**src/rtl/pe_skew_feeder_pkg.sv**
```systemverilog
// pe_feeder_pkg: state encoding and default widths shared by the pe_skew_feeder slice.
package pe_feeder_pkg;
   typedef enum logic [1:0] {IDLE, CLEAR, STREAM, DRAIN} feeder_state_e;
   localparam int DATA_W_DEF = 8;
endpackage

```
**src/rtl/pe_skew_feeder_if.sv**
```systemverilog
// pe_skew_feeder_if: valid/ready beat bus carrying LANES packed activation/weight pairs.
interface pe_skew_feeder_if import pe_feeder_pkg::*; #(
   parameter int LANES  = 4,
   parameter int DATA_W = DATA_W_DEF
);
   logic                    s_valid;
   logic                    s_ready;
   logic                    s_last;
   logic [LANES*DATA_W-1:0] s_a;
   logic [LANES*DATA_W-1:0] s_b;
   modport master (output s_valid, s_a, s_b, s_last, input s_ready);
   modport slave  (input s_valid, s_a, s_b, s_last, output s_ready);
endinterface

```
**src/rtl/pe_skew_feeder_skew_delay_line.sv**
```systemverilog
// skew_delay_line: DEPTH-stage shift register of {en, data}; stage 0 data loads only on en,
// so bubble slots carry the most recent real beat down the line.
module skew_delay_line #(
   parameter int DEPTH = 1,
   parameter int W     = 16
) (
   input  logic         clk,
   input  logic         rst_n,
   input  logic         i_en,
   input  logic [W-1:0] i_d,
   output logic         o_en,
   output logic [W-1:0] o_d
);
   logic         r_en [DEPTH];
   logic [W-1:0] r_d  [DEPTH];
   always_ff @(posedge clk or negedge rst_n)
      if (!rst_n) begin
         for (int k = 0; k < DEPTH; k++) begin
            r_en[k] <= 1'b0;
            r_d[k]  <= '0;
         end
      end else begin
         r_en[0] <= i_en;
         if (i_en) r_d[0] <= i_d;
         for (int k = 1; k < DEPTH; k++) begin
            r_en[k] <= r_en[k-1];
            r_d[k]  <= r_d[k-1];
         end
      end
   assign o_en = r_en[DEPTH-1];
   assign o_d  = r_d[DEPTH-1];
endmodule

```
**src/rtl/pe_skew_feeder.sv**
```systemverilog
// pe_skew_feeder: tile FSM plus per-lane skew delay lines feeding the PE array.
// Define PE_SKEW_FEEDER_ZERO_GATE_EN to force lane data to 0 whenever that lane's en is low.
module pe_skew_feeder import pe_feeder_pkg::*; #(
   parameter int LANES  = 4,
   parameter int DATA_W = DATA_W_DEF,
   parameter int CNT_W  = 16
) (
   input  logic                    clk,
   input  logic                    rst_n,
   input  logic                    start,
   pe_skew_feeder_if.slave         s,
   output logic [LANES*DATA_W-1:0] a_lane,
   output logic [LANES*DATA_W-1:0] b_lane,
   output logic [LANES-1:0]        en_lane,
   output logic                    clr_out,
   output logic                    busy,
   output logic                    done,
   output logic [CNT_W-1:0]        beat_count
);
   localparam int DC_W = $clog2(LANES) + 1;
   feeder_state_e    r_state;
   logic             r_ready;
   logic             r_clr;
   logic             r_busy;
   logic             r_done;
   logic [DC_W-1:0]  r_drain;
   logic [CNT_W-1:0] r_cnt;
   logic             w_acc;
   assign w_acc = s.s_valid && r_ready;
   always_ff @(posedge clk or negedge rst_n)
      if (!rst_n) begin
         r_state <= IDLE;
         r_ready <= 1'b0;
         r_clr   <= 1'b0;
         r_busy  <= 1'b0;
         r_done  <= 1'b0;
         r_drain <= '0;
         r_cnt   <= '0;
      end else begin
         r_clr  <= 1'b0;
         r_done <= 1'b0;
         case (r_state)
            IDLE:
               if (start) begin
                  r_state <= CLEAR;
                  r_clr   <= 1'b1;
                  r_busy  <= 1'b1;
                  r_cnt   <= '0;
               end
            CLEAR: begin
               r_state <= STREAM;
               r_ready <= 1'b1;
            end
            STREAM:
               if (w_acc) begin
                  if (~&r_cnt) r_cnt <= r_cnt + CNT_W'(1);
                  if (s.s_last) begin
                     r_state <= DRAIN;
                     r_ready <= 1'b0;
                     r_drain <= '0;
                  end
               end
            DRAIN:
               // last beat leaves lane LANES-1 on the final drain cycle
               if (r_drain == DC_W'(LANES - 1)) begin
                  r_state <= IDLE;
                  r_busy  <= 1'b0;
                  r_done  <= 1'b1;
               end else r_drain <= r_drain + DC_W'(1);
            default: r_state <= IDLE;
         endcase
      end
   assign s.s_ready  = r_ready;
   assign clr_out    = r_clr;
   assign busy       = r_busy;
   assign done       = r_done;
   assign beat_count = r_cnt;
   for (genvar i = 0; i < LANES; i++) begin : g_lane
      logic                w_en;
      logic [2*DATA_W-1:0] w_d;
      skew_delay_line #(.DEPTH(i + 1), .W(2 * DATA_W)) u_dl (
         .clk,
         .rst_n,
         .i_en (w_acc),
         .i_d  ({s.s_a[i*DATA_W +: DATA_W], s.s_b[i*DATA_W +: DATA_W]}),
         .o_en (w_en),
         .o_d  (w_d)
      );
      assign en_lane[i] = w_en;
`ifdef PE_SKEW_FEEDER_ZERO_GATE_EN
      assign {a_lane[i*DATA_W +: DATA_W], b_lane[i*DATA_W +: DATA_W]} = w_en ? w_d : '0;
`else
      assign {a_lane[i*DATA_W +: DATA_W], b_lane[i*DATA_W +: DATA_W]} = w_d;
`endif
   end
endmodule

```
**src/flat_wrapper.sv**
```systemverilog
// flat-port wrapper written by rule: the top's interface ports become plain ports
module pe_skew_feeder_flat import pe_feeder_pkg::*;
#(
   parameter int LANES  = 4,
   parameter int DATA_W = DATA_W_DEF,
   parameter int CNT_W  = 16
)
  (clk, rst_n, start, a_lane, b_lane, en_lane, clr_out, busy, done, beat_count, s_s_valid, s_s_a, s_s_b, s_s_last, s_s_ready);
  pe_skew_feeder_if #(.LANES(LANES), .DATA_W(DATA_W)) s_i ();
  input  logic clk;
  input  logic rst_n;
  input  logic start;
  output logic [LANES*DATA_W-1:0] a_lane;
  output logic [LANES*DATA_W-1:0] b_lane;
  output logic [LANES-1:0] en_lane;
  output logic clr_out;
  output logic busy;
  output logic done;
  output logic [CNT_W-1:0] beat_count;
  input wire logic [$bits(s_i.s_valid)-1:0] s_s_valid;
  input wire logic [$bits(s_i.s_a)-1:0] s_s_a;
  input wire logic [$bits(s_i.s_b)-1:0] s_s_b;
  input wire logic [$bits(s_i.s_last)-1:0] s_s_last;
  output wire logic [$bits(s_i.s_ready)-1:0] s_s_ready;
  assign s_i.s_valid = s_s_valid;
  assign s_i.s_a = s_s_a;
  assign s_i.s_b = s_s_b;
  assign s_i.s_last = s_s_last;
  assign s_s_ready = s_i.s_ready;
  pe_skew_feeder #(.LANES(LANES), .DATA_W(DATA_W), .CNT_W(CNT_W)) u_core (.clk(clk), .rst_n(rst_n), .start(start), .s(s_i), .a_lane(a_lane), .b_lane(b_lane), .en_lane(en_lane), .clr_out(clr_out), .busy(busy), .done(done), .beat_count(beat_count));
endmodule
```
**config.mk**
```make
export PLATFORM = sky130hd
export DESIGN_NAME = pe_skew_feeder_flat
export DESIGN_NICKNAME = d
export VERILOG_FILES = /design/src/rtl/pe_skew_feeder_pkg.sv /design/src/rtl/pe_skew_feeder_if.sv /design/src/rtl/pe_skew_feeder_skew_delay_line.sv /design/src/rtl/pe_skew_feeder.sv /design/src/flat_wrapper.sv
export SDC_FILE = /design/constraint.sdc
export NUM_CORES = 1
export LEC_CHECK = 0
export CAP_MARGIN = 20
export CORE_MARGIN = 3
export CORE_UTILIZATION = 45
export CTS_BUF_LIST = sky130_fd_sc_hd__clkbuf_16
export DETAILED_ROUTE_END_ITERATION = 7
export GPL_ROUTABILITY_DRIVEN = 0
export GPL_TIMING_DRIVEN = 0
export PLACE_DENSITY = 0.73
export REMOVE_ABC_BUFFERS = 1
export SYNTH_ARGS = -nofsm -noshare
export SYNTH_HDL_FRONTEND = slang
export SYNTH_SLANG_ARGS = --single-unit
export TNS_END_PERCENT = 10
```
**constraint.sdc**
```tcl
create_clock -name clk -period 1.7 [get_ports clk]
set_input_delay 0.425 -clock clk [delete_from_list [all_inputs] [get_ports clk]]
set_output_delay 0.425 -clock clk [all_outputs]
set_load 0.01 [all_outputs]
```
* Yosys cells after proc, flatten, opt, wreduce, memory -nomap -nowiden
Index checks and enable logic that the tools add are counted.
Word-level totals: logic and storage cells 68, register bits 189
Cells by class: add/subtract/negate cells 2, equality and inequality tests 10, reduce and logical (&&, ||, !) cells 12, muxes and demuxes 23
Operators by type and width (count):
- 16-bit two-way mux | 3
- 16-bit case mux with 2 select lines | 1
- 16-bit by 1-bit adder with 16-bit output (second input constant) | 1
- 16-bit AND reduction | 1
- 4-bit AND reduction | 3
- 2-bit inequality test (second input constant) | 5
- 3-bit two-way mux | 3
- 1-bit two-way mux | 8
- 2-bit two-way mux | 4
- 2-bit case mux with 4 select lines | 1
- 2-bit nonzero test | 4
- 3-bit case mux with 2 select lines | 1
- 3-bit AND reduction | 2
- 2-bit equality test (second input constant) | 2
- 1-bit case mux with 2 select lines | 2
- 3-bit by 1-bit adder with 3-bit output (second input constant) | 1
- 3-bit by 2-bit equality test with 1-bit output (second input constant) | 1
- 2-bit by 1-bit equality test with 1-bit output (second input constant) | 1
- 2-bit logical NOT | 1
- 2-bit by 1-bit inequality test with 1-bit output (second input constant) | 1
- 1-bit logical AND | 1

* Depth between registers and ports, before layout
Gate-level depths: netlist of the first run.
word-level depth 4, mapped depth 7

* Hierarchy
Synthesis of the first run repeated with hierarchy kept, for this count alone.
Second synthesis, totals: cells, all modules 438, area total of the unflattened synthesis 7088.0 um^2
Modules (own cells, without submodules):
- skew_delay_line at u_core.g_lane[3].u_dl | instances 1, cells an instance 102, area an instance 2070.7 um^2
- skew_delay_line at u_core.g_lane[2].u_dl | instances 1, cells an instance 85, area an instance 1645.3 um^2
- pe_skew_feeder | instances 1, cells an instance 148, area an instance 1477.7 um^2
- skew_delay_line at u_core.g_lane[1].u_dl | instances 1, cells an instance 68, area an instance 1219.9 um^2
- skew_delay_line at u_core.g_lane[0].u_dl | instances 1, cells an instance 35, area an instance 674.4 um^2

* Least setup slack after synthesis of the first run
OpenSTA, ideal clock, no wires.
kind reg-to-reg, start point register u_core.r_state[0], end point register u_core.r_cnt[12], in the netlist u_core.beat_count[12], data arrival time 1.572 ns, slack -0.006 ns, cell stages (with the launch flop) 8, data required time 1.566 ns, buffers on the path 1, path through dfrtp_1 inv_1 ha_1 and2b_4 a211o_1 buf_6 o311ai_2 o41ai_1
On the way: word-level cells in the longest chain between the ends 3, elaborated cells on any way between the ends 8, those cells by class 4 x eq/ne; 1 x mux; 3 x reduce/logical
Ends and longest elaborated chain:
- start: declaration | RTL line pe_skew_feeder.sv:21 | feeder_state_e r_state;
- start signal: assignment | RTL line pe_skew_feeder.sv:32 | r_state <= IDLE;
- start signal: assignment | RTL line pe_skew_feeder.sv:45 | r_state <= CLEAR;
- start signal: assignment | RTL line pe_skew_feeder.sv:51 | r_state <= STREAM;
- 2-bit equality test / 2-bit logical NOT (equally long branches) | RTL line pe_skew_feeder.sv:42 | case (r_state)
- 2-bit inequality test (no line) / 2-bit nonzero test (equally long branches)
- 4-bit AND reduction (no line)
- end signal: assignment | RTL line pe_skew_feeder.sv:56 | if (~&r_cnt) r_cnt <= r_cnt + CNT_W'(1);
- end: declaration | RTL line pe_skew_feeder.sv:27 | logic [CNT_W-1:0] r_cnt;
Parallel ways exist; a longest one is shown, timed or not. A chain may end at the register's enable or synchronous reset.

* Worst setup path after layout of the first run
start point register u_core.r_state[0], end point register u_core.r_cnt[13], in the netlist u_core.beat_count[13]
Same word-level chain as after synthesis.

==> results of run 1 <==
## kinds of logic (layout without fill, tap and decap cells)
logic type | Yosys count | in the layout
flip-flops | 189 | 189
buffers and inverters | 72 | 209
AND/OR/NAND/NOR | 71 | 71
multiplexers | 66 | 66
AO/OA/AOI/OAI | 46 | 46
adder cells (fa/ha/maj) | 6 | 6
## cells in the final DEF, fill, tap and decap left out, types with 3 or more instances in the layout
cell type / Yosys / final
clkbuf_16: 0 / 17
clkdlybuf4s50_1: 0 / 67
o21ai_0: 6 / 6
clkinvlp_4: 0 / 4
buf_4: 53 / 11
dlygate4sd2_1: 0 / 88
nand4_1: 6 / 6
o311ai_2: 1 / 3
a22o_1: 3 / 3
and3_1: 5 / 3
nand3_1: 9 / 8
nand2_1: 25 / 23
and4_1: 5 / 4
dfrtp_1: 189 / 180
a31oi_1: 5 / 5
inv_1: 5 / 3
dfrtp_2: 0 / 9
inv_6: 0 / 3
clkinv_1: 0 / 3
a21oi_1: 6 / 5
mux2_2: 64 / 64
o31ai_1: 4 / 4
nor2_1: 5 / 5
## power by group through the flow
| stage | clock network (mW) | registers (mW) | logic (mW) |
|---|---|---|---|
| 6_report | 3.83 | 6.38 | 3.53 |
| 5_1_grt | 4.14 | 6.54 | 3.82 |
| 4_1_cts | 3.93 | 6.40 | 3.45 |
| 3_5_place_dp | 0 | 6.50 | 3.33 |
| 3_3_place_gp | 0 | 6.41 | 3.24 |
| 2_1_floorplan | 0 | 6.62 | 1.27 |
## through the flow
stage	std cells	TNS, ns	instance area, um^2	power, mW
2_1_floorplan	383	-59.26	6310	7.89
3_3_place_gp	723	-1508.26	8100	9.64
3_5_place_dp	724	-57.59	8140	9.83
4_1_cts	769	-0.0689	8840	13.8
5_1_grt	771	-0.697	8920	14.5
6_report	771	-0.184	8920	13.7
## critical path, cell delays in order (launching register included)
cell,delay [ns]
dfrtp_1,0.39
inv_2,0.09
ha_4,0.18
and2b_4,0.18
a211o_4,0.39
buf_12,0.16
a211o_1,0.25
## per-layer routing
metal / vias to the layer above / global-route usage
li1: 1761 / -
met1: 1970 / 0.198
met2: 172 / 0.284
met3: 23 / 0.0793
met4: 0 / 0.0667
met5: - / 0
## flip-flops by register name, indices dropped and copies added (netlist names)
signal and cells:
u_core.busy 1, u_core.g_lane.u_dl.o_d 64, u_core.g_lane.u_dl.o_en 4, u_core.r_drain 3
u_core.beat_count 16, u_core.s.s_ready 1, u_core.clr_out 1, u_core.g_lane.u_dl.r_d 96
u_core.r_state 2, u_core.done 1
## layout make-up
class | instances | area [um^2] | share of cell area
Clock buffer | 17 | 425 | 0.0477
Clock inverter | 15 | 146 | 0.0164
Inverter | 5 | 35.0 | 0.00393
Multi-Input combinational cell | 189 | 1720 | 0.192
Sequential cell | 189 | 4740 | 0.532
Tap cell | 184 | 230 | 0.0258
Timing Repair Buffer | 170 | 1610 | 0.180
Timing Repair inverter | 2 | 17.5 | 0.00196
## final timing paths
check                                               from                             to  slack [ns]  cells after the start
setup / recovery                       u_core.r_state[0]          u_core.beat_count[13]       -0.06                      6
hold / removal                                     rst_n  u_core.g_lane[1].u_dl.r_d[24]        0.04                      1
setup reg to reg                       u_core.r_state[0]          u_core.beat_count[13]       -0.06                      6
hold reg to reg            u_core.g_lane[3].u_dl.r_d[32]  u_core.g_lane[3].u_dl.r_d[16]        0.35                      0
max in group asynchronous                          rst_n           u_core.beat_count[2]        0.77                      2
min in group clk           u_core.g_lane[3].u_dl.r_d[32]  u_core.g_lane[3].u_dl.r_d[16]        0.35                      0
## what timing repair did
item | in CTS | in global routing
gates resized for setup | 127 | 11
endpoints found under the setup margin | 173 | 15
gates cloned | 2 | 0
buffers inserted | 11 | 2
pin swaps | 5 | 6
==> results by group, run 1 <==
Clock tree
  • CTS tree: built
  • Max Buffers Root-to-Sink: 2
  • Cts bufs inserted: 17
  • Clock Tree Root: clkbuf_16
  • Reg clk slew, reported paths: around 0.070 ns
  • Hold bufs inserted after CTS: 0
  • CTS sink count: between 150 and 200
  • Clk Latency, worst-skew pair: 0.42 ns
  • Htree depth: 4

Synth
  • Area leader, netlist: dfrtp_1
  • Seq/Total Area, Yosys: 0.697
  • Post-synth EDFFs: 0
  • Compound-cell area share of the yosys netlist: 0.0520
  • Asr flop ratio synth: 1.00
  • Synth top cells by count: dfrtp_1 (189), mux2_2 (64), buf_4 (53), nand2_1 (25)
  • Post-synthesis cell count: 450
  • Multiplexer area fraction after synthesis: 0.109
  • Total number of yosys warnings: 0
  • Unique masters post-synth: 50
  • Synth area leaders: dfrtp_1 (70%), mux2_2 (11%), buf_4 (5.9%)
  • Post-Synth Adder-Cell Area: 0.0111
  • Synth top area share: 0.697
  • Synthesis-stage register bit count: 189
  • Post-Syn Area: roughly 6800 um^2
  • Syn_area_per_cell: 15.1 um^2
  • Count leader, synth: dfrtp_1
  • Simple-gate portion of the synthesized area: 0.0577
  • Main combinational cell family by area after synthesis: multiplexers
  • XOR/XNOR Fraction of Synth Area: 0
  • Top FF cell, synth: dfrtp_1

Timing
  • Clock Skews: 0.0102 ns
  • Final worst slack: -0.0564 ns
  • Rel. slew slack: 0.500
  • Slew Limit Fails: 0
  • Fin. Hold Viols: 0
  • Post-route minimum period: 1.76 ns
  • Period utilisation layout: 1.03
  • Final setup fails: 4
  • Fmax: between 0.5 and 0.6 GHz
  • Hold slack: 0.0388 ns
  • RSZ-0062 raised after global routing: true
  • Tightest Pin Transition: 0.750 ns

Worst setup path
  • Req. time, crit path: ~2.0 ns
  • CP max FO: 7
  • Critical Path End Type: register
  • CP Class: register to register
  • Worst EP arrival: ~2 ns
  • Critical path startpoint category: register

Place
  • HPWL Detailed: 8540 um
  • Place WS: -1.18 ns
  • I/O Buffers: roughly 160

Route
  • Drt via density: just over 5
  • Uppermost routed layer: met4
  • Initial DRT Pass Iterations: 4
  • Detailed Route Iter0 Violations: 171
  • WL final: 13800 um
  • Total vias in the final route: 3926
  • WL met2: 6830 um
  • DR WL/cell: 17.9 um
  • Residual DRC count: 0
  • Metal-1 WL: 5360 um
  • Met3 Routed Length: 1360 um
  • Post-route ant nets: 0

Floorplan
  • Die area: 16600 um^2
  • Row count: 44
  • Die X: 129 um
  • Die Y: 129 um
  • Initial Util: 0.463
  • Core area: between 10000 and 15000 um^2
  • IO Pins: 157

Global route
  • Largest net degree at the start of global routing: 104
  • Vias in the first global route: 4286
  • Initial antenna violation count: 0
  • Gr usage total: 0.173
  • Overflow after GRT: 0
  • First-pass GRT wire length: around 22000 um

Finish
  • Nets@finish: 649
  • Share of layout cells above drive strength 1: 0.256
  • Final Util: 0.609
  • Fill count: around 1200
  • P&R area growth vs syn: 31.4%
  • Number of diodes: 0

Flow run
  • Maxcap violations: 0

Pwr
  • Flop pwr share: 0.464
  • Switching power share of the total: 0.291
  • Logic pwr share: 0.257
  • Clock share of power: 0.279
  • Power Density: 1540 nW/um^2
  • Net switching power: 4.00 mW
  • VDD IR max: ~0.84 mV
  • Internal Power: around 9.7 mW
  • Leak pwr: 3.99 nW

Min path
  • Hold Path Class: primary input to async pin

Status
  • Failing checks: negative setup slack
  • Status: finished, violations left
No activity file was read; power rests on OpenSTA's default activity.
==> run 2: changes to the inputs <==
--- a/config.mk
+++ b/config.mk
@@ -6,7 +6,6 @@
 export NUM_CORES = 1
 export LEC_CHECK = 0
 export CAP_MARGIN = 20
-export CORE_MARGIN = 3
 export CORE_UTILIZATION = 45
 export CTS_BUF_LIST = sky130_fd_sc_hd__clkbuf_16
 export DETAILED_ROUTE_END_ITERATION = 7
==> run 2 against run 1 <==
Die area is 6.1% lower. Clock-buffer cell count stayed put. Largest power group unchanged. Non-clock buffer count is 2 higher. The flow finishes with violations (design-rule violations, negative setup slack).
==> results by group, run 2 (synthesis gave the netlist of run 1 again) <==
Route
  • Post-route ant nets: 0 (unchanged)
  • DR WL/cell: 17.0 um (-4.7%)
  • Drt via density: 5.15 (+1.1%)
  • Detailed Route Iter0 Violations: 295 (+73%)
  • Residual DRC count: 32 (+32)
  • WL final: 13200 um (-4.3%)
  • Initial DRT Pass Iterations: 6 (+2)
  • Total vias in the final route: 3990 (+1.6%)

Finish
  • Nets@finish: 652 (+0.46%)
  • Fill count: 1156 (-0.52%)
  • Share of layout cells above drive strength 1: 0.264 (+0.00887)
  • Final Non-Filler Cells: 775 (+0.52%)
  • Max reg flops: 96 (unchanged)
  • Commonest non-fill, non-tap cell in the layout: dfrtp_1
  • Most frequent cells in the layout: dfrtp_1 (180), dlygate4sd2_1 (88), clkdlybuf4s50_1 (67)
  • Top reg by flops: u_core.g_lane.u_dl.r_d
  • Final Util: 0.613 (+0.00393)
  • Finished Cell Area: 8980 um^2 (+0.65%)
  • P&R area growth vs syn: 32.3%

Timing
  • Final worst slack: -0.0318 ns (+0.0247 ns)
  • Slew Limit Fails: 0 (unchanged)
  • Hold slack: 0.103 ns (+0.0643 ns)
  • Fmax: 0.577 GHz (+1.4%)
  • Rel. slew slack: 0.421 (-0.0790)
  • Clock Skews: 0.00874 ns (-0.00150 ns)
  • Setup TNS: -0.0556 ns (+0.128 ns)
  • Post-route minimum period: 1.73 ns (-0.0247 ns)
  • Final setup fails: 2 (-2)
  • Period utilisation layout: 1.02 (-0.0145)
  • RSZ-0062 raised after global routing: true
  • Tightest Pin Transition: 0.869 ns (+0.119 ns)
  • Fin. Hold Viols: 0 (unchanged)

Worst setup path
  • Worst reg2reg path depth: 6 (unchanged)
  • Critical Path End Type: register
  • Worst EP arrival: 2.02 ns (-0.04 ns)
  • CP Class: register to register
  • Req. time, crit path: 1.99 ns (about the same)
  • Critical path startpoint category: register
  • Reg2Reg Launch Point: u_core.r_state[1]
  • CP Launch Point: u_core.r_state[1]
  • CP max FO: 6 (-1)

Place
  • HPWL Detailed: 8140 um (-4.6%)
  • Place WS: -1.16 ns (+0.0199 ns)
  • Cell total after placement: 724 (unchanged)
  • Dpl cell area: 8140 um^2 (unchanged)
  • I/O Buffers: 156 (unchanged)

Clock tree
  • CTS sink count: 189 (unchanged)
  • Max Buffers Root-to-Sink: 2 (unchanged)
  • Clk Latency, worst-skew pair: 0.42 ns (about the same)
  • Htree depth: 4 (unchanged)
  • Cts bufs inserted: 17 (unchanged)
  • Clock Tree Root: clkbuf_16
  • CTS tree: built
  • Reg clk slew, reported paths: 0.07 ns (about the same)

Global route
  • Vias in the first global route: 4376 (+2.1%)
  • Initial antenna violation count: 1 (+1)
  • Overflow after GRT: 0 (unchanged)
  • Largest net degree at the start of global routing: 123 (+18%)
  • First-pass GRT wire length: 22100 um (+1.0%)
  • Gr usage total: 0.187 (+0.0140)

Pwr
  • Flop pwr share: 0.461 (-0.003)
  • Internal Power: 9.75 mW (+0.13%)
  • Switching power share of the total: 0.293 (+0.00162)
  • Logic pwr share: 0.255 (-0.002)
  • Power Density: 1540 nW/um^2 (-0.28%)
  • Leak pwr: 4.02 nW (+0.84%)
  • Total power draw: 13.8 mW (+0.36%)
  • Net switching power: 4.04 mW (+0.92%)
  • Clock share of power: 0.284 (+0.005)
  • VDD IR max: 0.962 mV (+15%)

Min path
  • Hold Path Class: primary input to async pin

Status
  • Status: finished, violations left
  • Failing checks: design-rule violations, negative setup slack

Floorplan
  • Initial Util: 0.463 (unchanged)
  • IO Pins: 157 (unchanged)
  • Die X: 125 um (-3.1%)
  • Row count: 44 (unchanged)
  • Core area: 14600 um^2 (unchanged)
  • Die Y: 125 um (-3.1%)
  • Die area: 15600 um^2 (-6.1%)

Flow run
  • Maxcap violations: 0 (unchanged)
[run 2: cell types whose count changed in the layout (fill, tap and decap cells not counted), moves of 2 or more]
cell,delta
inv_6,+2
clkinv_1,-2
clkinvlp_4,-3
o311ai_2,-2
buf_6,+3
buf_12,-2
o311ai_4,+2
[run 2: timing repair]
action,4_1_cts,5_1_grt
buffers inserted,14,1
hold buffers,0,0
pin swaps,5,2
resized for setup,129,16
setup endpoints to repair,173,20
cloned,3,0
[run 2: cell type report]
| class | count | area (um^2) | share of cell area |
|---|---|---|---|
| multi-input combinational | 190 | 1750 | 0.195 |
| antenna | 1 | 2.50 | 0.000279 |
| clock inverter | 15 | 164 | 0.0183 |
| timing repair inverter | 2 | 17.5 | 0.00195 |
| tap | 184 | 230 | 0.0256 |
| sequential | 189 | 4740 | 0.528 |
| inverter | 5 | 35.0 | 0.00390 |
| timing repair buffer | 172 | 1610 | 0.179 |
| clock buffer | 17 | 425 | 0.0474 |
[run 2: critical path, stage by stage, from the launching register on]
cell and delay, ns:
dfrtp_1 0.39, inv_2 0.07, ha_4 0.18, and2b_4 0.20, a211o_4 0.39, o311ai_4 0.26
o31ai_2 0.11
[run 2: final timing paths]
path                       slack, ns                             to
setup / recovery               -0.03          u_core.beat_count[11]
hold / removal                  0.10  u_core.g_lane[2].u_dl.r_d[32]
setup reg to reg               -0.03          u_core.beat_count[11]
hold reg to reg                 0.34   u_core.g_lane[2].u_dl.o_d[6]
max in group asynchronous       0.77           u_core.beat_count[8]
min in group clk                0.34   u_core.g_lane[2].u_dl.o_d[6]
[run 2: power groups by stage]
stage | Combinational (mW) | Clock, mW | Sequential [mW]
final | 3.52 | 3.91 | 6.36
after global routing | 3.80 | 4.20 | 6.53
after detailed placement | 3.29 | 0 | 6.49
after floorplan | 1.27 | 0 | 6.62
after global placement | 3.22 | 0 | 6.42
after CTS | 3.41 | 4.03 | 6.38
[run 2: layer usage]
layer / GRT usage / vias to the layer above / part of all wire
li1: - / 1780 / -
met1: 0.211 / 2023 / 0.39
met2: 0.300 / 173 / 0.48
met3: 0.101 / 14 / 0.12
met4: 0.0632 / 0 / 0.011
met5: 0 / - / 0
==> run 3: changes to the inputs <==
--- a/config.mk
+++ b/config.mk
@@ -6,6 +6,7 @@
 export NUM_CORES = 1
 export LEC_CHECK = 0
 export CAP_MARGIN = 20
+export CORE_ASPECT_RATIO = 1.1
 export CORE_UTILIZATION = 45
 export CTS_BUF_LIST = sky130_fd_sc_hd__clkbuf_16
 export DETAILED_ROUTE_END_ITERATION = 7
@@ -13,6 +14,7 @@
 export GPL_TIMING_DRIVEN = 0
 export PLACE_DENSITY = 0.73
 export REMOVE_ABC_BUFFERS = 1
+export SETUP_SLACK_MARGIN = 0.3
 export SYNTH_ARGS = -nofsm -noshare
 export SYNTH_HDL_FRONTEND = slang
 export SYNTH_SLANG_ARGS = --single-unit
==> run 3 against run 2 <==
The flow now finishes without violations. Non-clock buffer count up 28. Via count up 4.6%. Critical path depth up 3. Die area about the same. Sequential share of layout area down 2.4 points. Hold slack worse by 0.086 ns. Clock-buffer cell count unchanged. Critical path type unchanged. Largest cell class unchanged. Highest routed layer unchanged.
==> results by group, run 3 (synthesis gave the netlist of run 1 again) <==
Status
  • Status: finished clean

Route
  • Drt via density: 5.13 (-0.30%)
  • DR WL/cell: 17.9 um (+5.1%)
  • Detailed Route Iter0 Violations: 400 (+36%)
  • WL final: 14500 um (+10%)
  • Total vias in the final route: 4173 (+4.6%)
  • Residual DRC count: 0 (-100%)
  • Post-route ant nets: 0 (unchanged)
  • Initial DRT Pass Iterations: 7 (+1)

Clock tree
  • Clock Tree Root: clkbuf_16
  • Max Buffers Root-to-Sink: 2 (unchanged)
  • CTS sink count: 189 (unchanged)
  • Cts bufs inserted: 17 (unchanged)
  • Reg clk slew, reported paths: 0.07 ns (about the same)
  • Clk Latency, worst-skew pair: 0.43 ns (about the same)
  • Hold bufs inserted after CTS: 0 (unchanged)
  • Htree depth: 4 (unchanged)
  • CTS tree: built

Timing
  • Slew Limit Fails: 0 (unchanged)
  • RSZ-0062 raised after global routing: true
  • Post-route minimum period: 1.70 ns (-0.0319 ns)
  • Fin. Hold Viols: 0 (unchanged)
  • Final setup fails: 0 (-2)
  • Clock Skews: 0.00761 ns (-0.00113 ns)
  • Fmax: 0.588 GHz (+1.9%)
  • Hold slack: 0.0169 ns (-0.0862 ns)
  • Rel. slew slack: 0.472 (+0.0514)
  • Period utilisation layout: 1.00 (-0.0188)
  • Tightest Pin Transition: 0.792 ns (-0.0771 ns)

Finish
  • Most frequent cells in the layout: dfrtp_1 (181), dlygate4sd2_1 (88), clkdlybuf4s50_1 (66)
  • Nets@finish: 683 (+4.8%)
  • Top reg by flops: u_core.g_lane.u_dl.r_d
  • Final Non-Filler Cells: 813 (+4.9%)
  • P&R area growth vs syn: 38.6%
  • Finished Cell Area: 9410 um^2 (+4.8%)
  • Share of layout cells above drive strength 1: 0.312 (+0.0480)
  • Number of diodes: 0 (-1)
  • Commonest non-fill, non-tap cell in the layout: dfrtp_1
  • Max reg flops: 96 (unchanged)

Pwr
  • Power Density: 1540 nW/um^2 (+0.51%)
  • VDD IR max: 0.840 mV (-13%)
  • Leak pwr: 4.26 nW (+5.9%)
  • Total power draw: 14.5 mW (+5.3%)

Floorplan
  • Die Y: 131 um (+4.8%)
  • Row count: 46 (+4.5%)
  • Initial Util: 0.466 (+0.00263)
  • Die X: 119 um (-4.6%)
  • Die area: 15600 um^2 (about the same)
  • IO Pins: 157 (unchanged)
  • Core area: 14600 um^2 (-0.56%)

Worst setup path
  • Critical Path End Type: register
  • Cell Chain, Critical Path: buf_6 > ha_4 > buf_4 > buf_6 > nand3b_1 > buf_6 > nand2_1 > a31o_2 > o31ai_1
  • Slowest CP cell: dfrtp_1
  • Worst reg2reg path depth: 9 (+3)
  • CP max FO: 5 (-1)
  • Cell mode on critical path: buf_6
  • CP bufs+invs: 4 (+3)
  • Req. time, crit path: 2.01 ns (+0.02 ns)
  • Worst EP arrival: 2.01 ns (about the same)
  • Critical path's largest stage delay: 0.41 ns (+0.02 ns)
  • Crit path max-delay family: buffers and inverters
  • Reg2Reg Launch Point: u_core.r_state[1]
  • CP Class: register to register
  • Critical path startpoint category: register
  • R2R setup slack: 0.0002 ns (+0.03 ns)
  • R2r endpoint: u_core.beat_count[4]

Global route
  • Largest net degree at the start of global routing: 104 (-15%)
  • Overflow after GRT: 0 (unchanged)
  • Vias in the first global route: 4294 (-1.9%)
  • Gr usage total: 0.186 (-0.000733)
  • First-pass GRT wire length: 21700 um (-1.8%)
  • Initial antenna violation count: 0 (-1)

Min path
  • Hold Path Class: primary input to async pin

Place
  • I/O Buffers: 156 (unchanged)
  • HPWL Detailed: 7960 um (-2.3%)
  • Cell total after placement: 732 (+1.1%)
  • Dpl cell area: 8150 um^2 (+0.12%)

Flow run
  • Maxcap violations: 0 (unchanged)
==> run 3: report_power, final <==
part | leakage [nW] | internal [mW] | total (mW) | switching [mW]
sequential | 2.23 | 5.80 | 6.35 | 0.552
combinational | 1.75 | 2.27 | 4.37 | 2.10
clock | 0.277 | 2.05 | 3.81 | 1.76
==> run 3: final cells by class <==
type	instances	area (um^2)
repair buffers	200	1880
inverters	5	35.0
clock inverters	15	136
well taps	192	240
multi-input cells	190	1850
fillers	1050	5160
flip-flops and latches	189	4740
clock buffers	17	425
repair inverters	5	96.3
==> run 3: metal layers <==
metal / GRT usage / vias up / routed length, um
met2: 0.305 / 209 / 7390
met3: 0.0751 / 44 / 1270
met5: 0 / - / 0
li1: - / 1843 / -
met1: 0.208 / 2077 / 5480
met4: 0.103 / 0 / 390
==> run 3: timing repair <==
item / 4_1_cts / 5_1_grt
setup endpoints to repair: 175 / 159
setup buffers: 36 / 7
pin swaps: 13 / 12
resized for setup: 153 / 32
cloned: 3 / 3
==> run 3: worst max path at each step <==
stage | startpoint | endpoint | slack, ns | depth (start not counted)
after CTS | u_core.r_state[0] | u_core.beat_count[13] | 0.04 | 6
final | u_core.r_state[1] | u_core.beat_count[4] | 0.0002 | 9
after detailed placement | s_s_valid | u_core.r_drain[0] | -1.17 | 6
after global routing | u_core.r_state[1] | u_core.beat_count[4] | -0.04 | 9
after floorplan | s_s_valid | u_core.r_drain[0] | -1.19 | 5
after global placement | rst_n | u_core.g_lane[2].u_dl.o_d[3] | -7.11 | 1
==> run 3: through the flow <==
stage / setup TNS [ns] / setup WS, ns / utilization
floorplan: -59.26 / -1.19 / -
global placement: -1509.20 / -7.11 / 0.557
detailed placement: -58.78 / -1.17 / 0.559
CTS: 0 / 0.0400 / 0.628
global route: -0.0707 / -0.0442 / 0.646
finish: 0 / 0.000174 / 0.646
